<file path="src/rtl/spi_frame_writer_if.sv">
// Byte-stream input, memory-arbiter write port and display-side status of spi_frame_writer.
// master is the frame writer itself; slave is the surrounding SPI slave / arbiter / LED side.
interface spi_frame_writer_if #(
    parameter int unsigned ADDRESS_WIDTH = 14,
    parameter int unsigned DATA_WIDTH    = 16
);
    logic [7:0]               data_in;
    logic                     data_in_ready;
    logic                     cs_n;
    logic [ADDRESS_WIDTH-1:0] address_mem;
    logic [DATA_WIDTH-1:0]    data_out_mem;
    logic                     wr_mem;
    logic                     data_out_ready_mem;
    logic                     fifo_full_mem;
    logic                     frame_buffer_select;
    logic                     frame_done;
    logic                     overflow;

    modport master (
        input  data_in,
        input  data_in_ready,
        input  cs_n,
        input  fifo_full_mem,
        output address_mem,
        output data_out_mem,
        output wr_mem,
        output data_out_ready_mem,
        output frame_buffer_select,
        output frame_done,
        output overflow
    );

    modport slave (
        output data_in,
        output data_in_ready,
        output cs_n,
        output fifo_full_mem,
        input  address_mem,
        input  data_out_mem,
        input  wr_mem,
        input  data_out_ready_mem,
        input  frame_buffer_select,
        input  frame_done,
        input  overflow
    );
endinterface

</file>
<file path="src/rtl/spi_frame_writer.sv">
// Turns SPI command/pixel byte transactions into 16-bit back-buffer write requests and
// owns the double-buffer select shown by the LED matrix controller.
module spi_frame_writer #(
    parameter int unsigned ADDRESS_WIDTH = 14,
    parameter int unsigned DATA_WIDTH    = 16,
    parameter int unsigned FRAME_WORDS   = 8192
) (
    input logic                clk,
    input logic                reset,
    spi_frame_writer_if.master bus
);
    localparam int unsigned INDEX_WIDTH = $clog2(FRAME_WORDS);
    localparam logic [INDEX_WIDTH-1:0] LAST_INDEX = INDEX_WIDTH'(FRAME_WORDS - 1);

    typedef enum logic [2:0] {
        StIdle,
        StCmd,
        StPixHi,
        StPixLo,
        StSwapWait,
        StDiscard
    } state_t;

    state_t                   state_q;
    state_t                   state_byte;
    logic                     cs_meta_q;
    logic                     cs_sync_q;
    logic                     cs_prev_q;
    logic                     cs_rise;
    logic                     cs_fall;
    logic [INDEX_WIDTH-1:0]   index_q;
    logic                     index_full_q;
    logic [7:0]               high_byte_q;
    logic                     pend_valid_q;
    logic [ADDRESS_WIDTH-1:0] pend_addr_q;
    logic [DATA_WIDTH-1:0]    pend_data_q;
    logic [ADDRESS_WIDTH-1:0] word_addr;
    logic [DATA_WIDTH-1:0]    word_data;
    logic                     word_done;
    logic [ADDRESS_WIDTH-1:0] addr_q;
    logic [DATA_WIDTH-1:0]    data_q;
    logic                     strobe_q;
    logic                     fbs_q;
    logic                     done_q;
    logic                     overflow_q;

    always_comb begin
        cs_rise    = cs_sync_q & ~cs_prev_q;
        cs_fall    = ~cs_sync_q & cs_prev_q;
        word_done  = bus.data_in_ready && (state_q == StPixLo);
        word_data  = DATA_WIDTH'({high_byte_q, bus.data_in});
        word_addr  = (fbs_q ? '0 : ADDRESS_WIDTH'(FRAME_WORDS)) + ADDRESS_WIDTH'(index_q);
        // State reached by processing this cycle's byte, before any cs_n rise closes it.
        state_byte = state_q;
        if (bus.data_in_ready) begin
            case (state_q)
                StCmd: begin
                    if (bus.data_in == 8'h01)      state_byte = StPixHi;
                    else if (bus.data_in == 8'h02) state_byte = StSwapWait;
                    else                           state_byte = StDiscard;
                end
                StPixHi: state_byte = StPixLo;
                StPixLo: state_byte = StPixHi;
                default: state_byte = state_q;
            endcase
        end
    end

    always_ff @(posedge clk or posedge reset) begin
        if (reset) begin
            // Synchroniser resets low so a chip select already held low after reset
            // never looks like a fresh falling edge.
            cs_meta_q    <= 1'b0;
            cs_sync_q    <= 1'b0;
            cs_prev_q    <= 1'b0;
            state_q      <= StIdle;
            index_q      <= '0;
            index_full_q <= 1'b0;
            high_byte_q  <= '0;
            pend_valid_q <= 1'b0;
            pend_addr_q  <= '0;
            pend_data_q  <= '0;
            addr_q       <= '0;
            data_q       <= '0;
            strobe_q     <= 1'b0;
            fbs_q        <= 1'b0;
            done_q       <= 1'b0;
            overflow_q   <= 1'b0;
        end else begin
            cs_meta_q <= bus.cs_n;
            cs_sync_q <= cs_meta_q;
            cs_prev_q <= cs_sync_q;
            strobe_q  <= 1'b0;
            done_q    <= 1'b0;

            if (pend_valid_q && !bus.fifo_full_mem) begin
                strobe_q     <= 1'b1;
                addr_q       <= pend_addr_q;
                data_q       <= pend_data_q;
                pend_valid_q <= 1'b0;
            end

            if (bus.data_in_ready && state_q == StCmd && bus.data_in == 8'h01) begin
                index_q      <= '0;
                index_full_q <= 1'b0;
            end

            if (bus.data_in_ready && state_q == StPixHi) begin
                high_byte_q <= bus.data_in;
            end

            if (word_done) begin
                if (index_full_q) begin
                    overflow_q <= 1'b1;
                end else begin
                    if (!bus.fifo_full_mem && !pend_valid_q) begin
                        strobe_q <= 1'b1;
                        addr_q   <= word_addr;
                        data_q   <= word_data;
                    end else if (!(pend_valid_q && bus.fifo_full_mem)) begin
                        // Slot is empty or drains this cycle, so it can take the new word.
                        pend_valid_q <= 1'b1;
                        pend_addr_q  <= word_addr;
                        pend_data_q  <= word_data;
                    end else begin
                        overflow_q <= 1'b1;
                    end
                    if (index_q == LAST_INDEX) index_full_q <= 1'b1;
                    else                       index_q      <= index_q + 1'b1;
                end
            end

            if (cs_rise) begin
                state_q <= StIdle;
                if (state_byte == StSwapWait) begin
                    fbs_q  <= ~fbs_q;
                    done_q <= 1'b1;
                end
            end else if (cs_fall && state_q == StIdle) begin
                state_q <= StCmd;
            end else begin
                state_q <= state_byte;
            end
        end
    end

    assign bus.address_mem         = addr_q;
    assign bus.data_out_mem        = data_q;
    assign bus.wr_mem              = strobe_q;
    assign bus.data_out_ready_mem  = strobe_q;
    assign bus.frame_buffer_select = fbs_q;
    assign bus.frame_done          = done_q;
    assign bus.overflow            = overflow_q;
endmodule

</file>
<file path="src/flat_wrapper.sv">
// flat-port wrapper written by rule: the top's interface ports become plain ports
module spi_frame_writer_flat 
#(
    parameter int unsigned ADDRESS_WIDTH = 14,
    parameter int unsigned DATA_WIDTH    = 16,
    parameter int unsigned FRAME_WORDS   = 8192
)
  (clk, reset, bus_data_in, bus_data_in_ready, bus_cs_n, bus_fifo_full_mem, bus_address_mem, bus_data_out_mem, bus_wr_mem, bus_data_out_ready_mem, bus_frame_buffer_select, bus_frame_done, bus_overflow);
  spi_frame_writer_if #(.ADDRESS_WIDTH(ADDRESS_WIDTH), .DATA_WIDTH(DATA_WIDTH)) bus_i ();
  input logic clk;
  input logic reset;
  input wire logic [$bits(bus_i.data_in)-1:0] bus_data_in;
  input wire logic [$bits(bus_i.data_in_ready)-1:0] bus_data_in_ready;
  input wire logic [$bits(bus_i.cs_n)-1:0] bus_cs_n;
  input wire logic [$bits(bus_i.fifo_full_mem)-1:0] bus_fifo_full_mem;
  output wire logic [$bits(bus_i.address_mem)-1:0] bus_address_mem;
  output wire logic [$bits(bus_i.data_out_mem)-1:0] bus_data_out_mem;
  output wire logic [$bits(bus_i.wr_mem)-1:0] bus_wr_mem;
  output wire logic [$bits(bus_i.data_out_ready_mem)-1:0] bus_data_out_ready_mem;
  output wire logic [$bits(bus_i.frame_buffer_select)-1:0] bus_frame_buffer_select;
  output wire logic [$bits(bus_i.frame_done)-1:0] bus_frame_done;
  output wire logic [$bits(bus_i.overflow)-1:0] bus_overflow;
  assign bus_i.data_in = bus_data_in;
  assign bus_i.data_in_ready = bus_data_in_ready;
  assign bus_i.cs_n = bus_cs_n;
  assign bus_i.fifo_full_mem = bus_fifo_full_mem;
  assign bus_address_mem = bus_i.address_mem;
  assign bus_data_out_mem = bus_i.data_out_mem;
  assign bus_wr_mem = bus_i.wr_mem;
  assign bus_data_out_ready_mem = bus_i.data_out_ready_mem;
  assign bus_frame_buffer_select = bus_i.frame_buffer_select;
  assign bus_frame_done = bus_i.frame_done;
  assign bus_overflow = bus_i.overflow;
  spi_frame_writer #(.ADDRESS_WIDTH(ADDRESS_WIDTH), .DATA_WIDTH(DATA_WIDTH), .FRAME_WORDS(FRAME_WORDS)) u_core (.clk(clk), .reset(reset), .bus(bus_i));
endmodule
</file>
<file path="config.mk">
export PLATFORM = sky130hd
export DESIGN_NAME = spi_frame_writer_flat
export DESIGN_NICKNAME = d
export VERILOG_FILES = /design/src/rtl/spi_frame_writer_if.sv /design/src/rtl/spi_frame_writer.sv /design/src/flat_wrapper.sv
export SDC_FILE = /design/constraint.sdc
export NUM_CORES = 1
export LEC_CHECK = 0
export CAP_MARGIN = 20
export CORE_AREA = 2 2 93 95
export DETAILED_ROUTE_END_ITERATION = 10
export DIE_AREA = 0 0 95 97
export PLACE_DENSITY = 0.79
export SETUP_SLACK_MARGIN = 0.05
export SYNTH_ARGS = -nofsm -noshare
export SYNTH_HDL_FRONTEND = slang
export SYNTH_SLANG_ARGS = --single-unit
export TNS_END_PERCENT = 30
</file>
<file path="constraint.sdc">
create_clock -name clk -period 4.17 [get_ports clk]
set_input_delay 1.0425 -clock clk [delete_from_list [all_inputs] [get_ports clk]]
set_output_delay 1.0425 -clock clk [all_outputs]
set_load 0.01 [all_outputs]
</file>
# Yosys cells after proc, flatten, opt, wreduce, memory -nomap -nowiden
# Cells that the tools add are included.
# word_totals
in_bits	13
elab_cells	86
regBits	93
output_inout_bits	35
# op_classes
reduce_logical	15
n_eq_ne	8
mux	37
add_sub_neg	2
bitwise_logic	8
# ops
op	count
2-to-1 mux 14 bit	5
2-to-1 mux 16 bit	4
2-to-1 mux 13 bit	4
2-to-1 mux 1 bit	19
adder 14 x 13 -> 14 bit	1
adder 13 x 1 -> 13 bit (second input constant)	1
== test 13 bit (second input constant)	1
2-to-1 mux 3 bit	4
case mux 3 bit (3 select lines)	1
== test 8 x 1 -> 1 bit (second input constant)	1
== test 8 x 2 -> 1 bit (second input constant)	1
logical AND 1 bit	8
== test 3 x 2 -> 1 bit (second input constant)	2
inverter 1 bit	6
AND reduction 4 bit	1
== test 3 x 1 -> 1 bit (second input constant)	1
== test 3 bit (second input constant)	1
zero test 3 bit	1
AND reduction 3 bit	1
bitwise AND 1 bit	2
zero test 1 bit	2
!= test 2 x 1 -> 1 bit (second input constant)	1
AND reduction 2 bit	1
nonzero test 2 bit	1

# Longest topological paths before layout
# Gate-level depths: netlist of the first run.
# depth
word_depth	8
depth_mapped	7
mapped_depth_nobuf	6

# Worst setup path after synthesis of the first run
# No wires, ideal clock.
# synth_path
path_kind	in2reg
from	in bus_data_in[2]
to	reg u_core.index_q[7]
required_ns	4.043
stages	7
path_slack_ns	1.726
arrival_ns	2.316
setup_ns	0.127
path_cell_list	nor4_1 nand4b_1 or3_1 clkbuf_1 buf_2 o211ai_2 o31ai_2
# synth_between
elab_chain_len	6
# synth_lines
item	line	source
start: declaration	flat_wrapper.sv:12	input wire logic [$bits(bus_i.data_in)-1:0] bus_data_in;
== test 8 x 1 -> 1 bit *	spi_frame_writer.sv:103	if (bus.data_in_ready && state_q == StCmd && bus.data_in == 8'h01) begin
logical AND 1 bit *	spi_frame_writer.sv:103	
2-to-1 mux 13 bit *	spi_frame_writer.sv:103	
2-to-1 mux 13 bit	spi_frame_writer.sv:128	if (index_q == LAST_INDEX) index_full_q <= 1'b1;
2-to-1 mux 13 bit	spi_frame_writer.sv:113	if (index_full_q) begin
2-to-1 mux 13 bit *	spi_frame_writer.sv:112	if (word_done) begin
end signal: assignment	spi_frame_writer.sv:129	else index_q <= index_q + 1'b1;
end: declaration	spi_frame_writer.sv:31	logic [INDEX_WIDTH-1:0] index_q;
# Every way passes the cells marked *; elsewhere a longest branch is shown, timed or not.
# A chain may end at the register's enable or synchronous reset.

# Final worst setup path of the first run
# layout_path
from	in bus_data_in[2]
to	reg u_core.index_full_q
# layout_between
elab_chain_len	6
# layout_lines
item	line	source
== test 8 x 1 -> 1 bit *	spi_frame_writer.sv:103	
logical AND 1 bit *	spi_frame_writer.sv:103	
2-to-1 mux 1 bit *	spi_frame_writer.sv:103	
2-to-1 mux 1 bit	spi_frame_writer.sv:128	
2-to-1 mux 1 bit	spi_frame_writer.sv:113	
2-to-1 mux 1 bit *	spi_frame_writer.sv:112	
end signal: assignment	spi_frame_writer.sv:78	index_full_q <= 1'b0;
end signal: assignment	spi_frame_writer.sv:105	index_full_q <= 1'b0;
end signal: assignment	spi_frame_writer.sv:128	
end: declaration	spi_frame_writer.sv:32	logic index_full_q;
# Marked as above.

==> results of run 1 <==
power by group through the flow:
stage               registers [uW]  clock network, uW  logic, uW
floorplan                     1080                  0        106
global placement              1080                  0        250
detailed placement            1080                  0        258
CTS                           1070                622        259
global route                  1080                654        282
finish                        1060                601        254
layer usage:
metal  part of all wire [%]  GRT usage (%)  vias to the layer above
met3                    3.6           4.98                        6
met2                     49           28.7                       54
met4                   0.94           5.35                        0
li1                       -              -                     1240
met1                     47           26.2                     1318
met5                      0              0                        -
cells in the final DEF, fill, tap and decap left out, drive strengths merged, types with 2 or more instances in the layout:
| cell | instances |
|---|---|
| mux2 | 37 |
| clkinv | 4 |
| o31ai | 3 |
| dfrtp | 93 |
| xnor2 | 2 |
| nand2 | 41 |
| nand4b | 2 |
| buf | 7 |
| clkbuf | 9 |
| nor3 | 4 |
| nand3 | 6 |
| inv | 7 |
| nor4 | 2 |
| xor2 | 2 |
| a21oi | 4 |
| o211ai | 3 |
| o21ai | 32 |
| nor4b | 2 |
| nand2b | 3 |
| nand4 | 3 |
| nor2b | 4 |
| nor2 | 9 |
| mux2i | 36 |
| clkdlybuf4s50 | 47 |
per-stage QoR:
step	cells	area, sq um
2_1_floorplan	326	3980
3_3_place_gp	468	4590
3_5_place_dp	468	4590
4_1_cts	484	4790
5_1_grt	484	4790
6_report	484	4790
state kept, by name (all words and copies together), names as in the netlist:
register / cells
u_core.bus.data_out_mem: 16
u_core.pend_data_q: 16
u_core.bus.address_mem: 14
u_core.pend_addr_q: 14
u_core.index_q: 13
u_core.high_byte_q: 8
u_core.state_q: 3
u_core.bus.data_out_ready_mem: 1
u_core.bus.frame_buffer_select: 1
u_core.bus.frame_done: 1
u_core.bus.overflow: 1
u_core.cs_meta_q: 1
u_core.cs_prev_q: 1
u_core.cs_sync_q: 1
u_core.index_full_q: 1
u_core.pend_valid_q: 1
cell usage after synthesis (2+ instances only):
| cell type | instances |
|---|---|
| buf_2 | 5 |
| mux2i_1 | 36 |
| mux2_2 | 37 |
| nand2_1 | 41 |
| nor2b_1 | 4 |
| clkbuf_1 | 10 |
| o21ai_0 | 32 |
| nand3_1 | 6 |
| o211ai_2 | 3 |
| xnor2_1 | 2 |
| nand4_1 | 3 |
| a21oi_1 | 4 |
| nor2_1 | 9 |
| xor2_1 | 2 |
| inv_1 | 6 |
| nor3_1 | 2 |
| nor3_2 | 2 |
| dfrtp_1 | 93 |
| o31ai_2 | 3 |
| nand2b_1 | 3 |
| nor4_1 | 2 |
final timing paths:
kind	depth (start not counted)	slack (ns)	to
setup / recovery	5	1.29	u_core.index_full_q$_DFF_PP0_
hold / removal	0	0.39	u_core.cs_sync_q$_DFF_PP0_
setup reg to reg	5	2.05	u_core.index_q[7]$_DFF_PP0_
hold reg to reg	0	0.39	u_core.cs_sync_q$_DFF_PP0_
max in group asynchronous	3	2.36	u_core.pend_addr_q[9]$_DFFE_PP0P_
min in group asynchronous	2	1.09	u_core.bus.data_out_mem[7]$_DFF_PP0_
cell type report:
class | instances | area, sq um
clock inverter | 7 | 73.8
sequential | 93 | 2330
multi-input combinational | 210 | 1580
timing repair buffer | 54 | 536
tap | 105 | 131
fill | 659 | 3340
clock buffer | 9 | 124
inverter | 6 | 23.8
cell families after synthesis:
logic type	Yosys count
flip-flops	93
buffers and inverters	23
multiplexers	73
adder cells (fa/ha/maj)	2
XOR/XNOR	4
AND/OR/NAND/NOR	82
AO/OA/AOI/OAI	49
==> results.json, run 1 <==
{
  "status": "completed",
  "ys_ff_latch": 93,
  "seqPwrFrac_pct": 55.4,
  "cp-start-kind": "primary input",
  "setup_viol": 0,
  "p_int_uw": 1430,
  "power_frac_clock_pct": 31.3,
  "yosys-top-cells-area": "dfrtp_1 58%, mux2_2 10%, mux2i_1 9.0%, o21ai_0 4.0%, nand2_1 3.9%",
  "p_sw_uw": 495,
  "synth_area_leader_cell": "dfrtp_1",
  "gp_congestion": 0.740,
  "vias_per_cell": 5.41,
  "final-max-slew-violation-count": 0,
  "end_kind": "flop",
  "yosysWarnings": 0,
  "drv_cap": 0,
  "first_global_vias": 2691,
  "avgSynthCellArea_sq_um": 12.2,
  "cp_max_fo": 15,
  "irDropWorstVdd_v": 0.000203,
  "post-cts-setup-buffers": 0,
  "p_per_area_nw_per_um2": 401,
  "clock_sinks": 93,
  "synth_compound_area_share_pct": 7.85,
  "ys_types": 42,
  "route.final.wire_length_um": 7760,
  "track_usage_pct": 18.7,
  "io_pins": 48,
  "drc": 0,
  "finalWorstSetupSlack_ns": 1.29,
  "fmax_mhz": 348,
  "skew_ns": 0.00738,
  "cp_cell_sequence": "clkdlybuf4s50_1 -> nor4_1 -> nand4b_1 -> or3_1 -> a22o_1",
  "grt_max_degree": 55,
  "synthMuxAreaShare_pct": 19.5,
  "place_worst_setup_slack_ns": 0.957,
  "drive_above_1_share_pct": 19.5,
  "cts_tree": "done",
  "diodes": 0,
  "dp_hpwl_um": 5110,
  "die_h_um": 97,
  "start_util_pct": 49.0,
  "areaGrowthSynthToFinish_pct": 20.3,
  "portBuffers": 47,
  "rows": 33,
  "rsz0062_at_grt": "no",
  "drt-initial-drc-count": 115,
  "p_total_uw": 1920,
  "cts_made_buffers": 9,
  "required_ns": 4.42,
  "vias": 2618,
  "slew_headroom_pct": 43.6,
  "drt-pass1-iter-count": 4,
  "path_clk_slew_ns": 0.09,
  "mappedNetlistArea_sq_um": 3980,
  "final_nets": 388,
  "hold_class": "flop to flop",
  "tns_ns": 0,
  "worst_pin_slew_ns": 0.842,
  "postCtsHoldBufs": 0,
  "seq_area_frac_synth_pct": 58.4,
  "antenna_found_initial": 0,
  "cts-resized-gates": 0,
  "finalCritPeriodShare_pct": 69.0,
  "synth_edf_count": 0,
  "fp.dieW_um": 95,
  "sw_frac_of_total_pct": 25.8,
  "critical_path_arrival_ns": 3.13,
  "htree_levels": 3,
  "grt_overflow": 0,
  "root_buffer": "clkbuf_8",
  "utilization_pct": 58.9,
  "hp-start": "u_core.cs_meta_q$_DFF_PP0_",
  "timing.rr.start": "u_core.state_q[0]$_DFF_PP0_",
  "ant_nets": 0,
  "clock_path_buffers": 2,
  "die_area_sq_um": 9220,
  "min_period_ns": 2.88,
  "synthSimpleGateAreaFrac_pct": 10.4,
  "clock_latency_ns": 0.36,
  "cp_slowest_cell": "or3_1",
  "critical_path.top_delay_family": "simple AND/OR/NAND/NOR gates",
  "synth_nets": 340,
  "hold_violations": 0,
  "wl_per_cell_um": 16.0,
  "combPwrFrac_pct": 13.2,
  "power.leakage_uw": 0.00204,
  "synthAdderAreaFrac_pct": 0.565,
  "syn-instance-count": 326,
  "worstPathBufferInverterCount": 1,
  "crit_path_start": "bus_data_in[2]",
  "worst-setup-path-type": "primary input to flop",
  "grt_pass1_wl_um": 13500,
  "synthFlopType": "dfrtp_1",
  "synth_top_cell_area_share_pct": 58.4,
  "core_sq_um": 8130,
  "synthArstFlopShare_pct": 100,
  "max_stage_delay_ns": 0.63,
  "synth_top_family_by_area": "multiplexers",
  "whs_ns": 0.391,
  "synthXorXnorAreaFrac_pct": 0.879
}
Note: power is estimated with default switching activity, not from simulation.
==> run 2: changes to the inputs <==
==> constraint.sdc (replaced) <==
create_clock -name clk -period 2.8 [get_ports clk]
set_input_delay 0.7 -clock clk [delete_from_list [all_inputs] [get_ports clk]]
set_output_delay 0.7 -clock clk [all_outputs]
set_load 0.01 [all_outputs]
==> results.json, run 2 (synthesis results as in run 1) <==
{
  "n_fill_cell": 641,
  "drt-initial-drc-count": 103,
  "worstPathBufferInverterCount": 3,
  "worst_pin_slew_ns": 0.487,
  "clock_latency_ns": 0.36,
  "root_buffer": "clkbuf_8",
  "fin_area_sq_um": 4900,
  "critical_path_arrival_ns": 2.68,
  "power.leakage_uw": 0.00209,
  "die_area_sq_um": 9220,
  "wl_per_cell_um": 15.2,
  "rows": 33,
  "die_h_um": 97,
  "rsz0062_at_grt": "no",
  "min_period_ns": 2.44,
  "p_total_uw": 2870,
  "cts_tree": "done",
  "skew_ns": 0.0121,
  "vias_per_cell": 5.28,
  "drive_above_1_share_pct": 21.1,
  "hold_class": "flop to flop",
  "start_util_pct": 49.0,
  "final_cell_mix": "93 x dfrtp_1, 47 x clkdlybuf4s50_1, 41 x nand2_1, 37 x mux2_2, 36 x mux2i_1",
  "grt_pass1_wl_um": 12700,
  "vias": 2603,
  "cp-start-kind": "primary input",
  "post-cts-setup-buffers": 0,
  "first_global_vias": 2573,
  "irDropWorstVdd_v": 0.000426,
  "diodes": 0,
  "ant_nets": 0,
  "hold_violations": 0,
  "drv_cap": 0,
  "gp_congestion": 0.779,
  "areaGrowthSynthToFinish_pct": 23.1,
  "drt-pass1-iter-count": 4,
  "max_stage_delay_ns": 0.48,
  "drc": 0,
  "core_sq_um": 8130,
  "path_clk_slew_ns": 0.09,
  "cp_slowest_cell": "clkdlybuf4s50_1",
  "crit_top_cell": "buf_4",
  "final_nets": 397,
  "setup_viol": 0,
  "placed_area_sq_um": 4700,
  "dp_hpwl_um": 4890,
  "p_per_area_nw_per_um2": 584,
  "cp_max_fo": 7,
  "cts_made_buffers": 9,
  "fmax_mhz": 410,
  "final-max-slew-violation-count": 0,
  "worst-setup-path-type": "primary input to flop",
  "track_usage_pct": 17.7,
  "tns_ns": 0,
  "status": "completed",
  "required_ns": 3.04,
  "portBuffers": 47,
  "clock_sinks": 93,
  "postCtsHoldBufs": 0,
  "slew_headroom_pct": 67.5,
  "finalCritPeriodShare_pct": 87.1,
  "end_kind": "flop",
  "antenna_found_initial": 0,
  "grt_max_degree": 94,
  "cts-resized-gates": 0,
  "fp.dieW_um": 95,
  "route.final.wire_length_um": 7500,
  "layout_commonest_cell": "dfrtp_1",
  "htree_levels": 3,
  "cp_cell_sequence": "clkdlybuf4s50_1 -> nor4_1 -> buf_4 -> nand4b_1 -> or3_1 -> buf_4 -> o211ai_2 -> o31ai_2",
  "grt_overflow": 0,
  "clock_path_buffers": 2,
  "critical_path.top_delay_family": "simple AND/OR/NAND/NOR gates",
  "io_pins": 48,
  "whs_ns": 0.384
}
-- run 2: power breakdown --
group	switching [uW]	internal [uW]
registers	101	1480
logic	155	224
clock network	465	439
-- run 2: per-stage QoR --
stage / std cells / utilization (%) / worst slack [ns]
final: 493 / 60.3 / 0.360
after CTS: 493 / 60.3 / 0.404
after global placement: 477 / 57.8 / 0.0471
after detailed placement: 477 / 57.8 / 0.0238
after global routing: 493 / 60.3 / 0.319
after floorplan: 326 / - / 0.699
-- run 2: layer usage --
| layer | part of all wire (%) | global-route usage (%) | up-vias |
|---|---|---|---|
| met5 | 0 | 0 | - |
| met4 | 0.73 | 5.02 | 0 |
| met3 | 4.1 | 6.15 | 4 |
| met2 | 48 | 27.1 | 51 |
| met1 | 47 | 24.1 | 1295 |
| li1 | - | - | 1253 |
-- run 2: final timing paths --
path	from	slack, ns	to	depth (start not counted)
max	bus_data_in[2]	0.36	u_core.index_q[9]$_DFF_PP0_	8
min	u_core.cs_meta_q$_DFF_PP0_	0.38	u_core.cs_sync_q$_DFF_PP0_	0
max reg2reg	u_core.index_q[0]$_DFF_PP0_	0.71	u_core.index_q[9]$_DFF_PP0_	6
min reg2reg	u_core.cs_meta_q$_DFF_PP0_	0.38	u_core.cs_sync_q$_DFF_PP0_	0
max in group asynchronous	reset	1.61	u_core.bus.frame_done$_DFF_PP0_	3
min in group asynchronous	reset	0.82	u_core.bus.address_mem[9]$_DFF_PP0_	3
-- run 2: layout make-up --
cell class	instances	area [sq um]	share of cell area, %
flip-flops and latches	93	2330	47.5
multi-input cells	210	1580	32.2
repair buffers	63	641	13.1
clock buffers	11	141	2.88
well taps	105	131	2.68
clock inverters	5	60.1	1.22
inverters	6	26.3	0.536
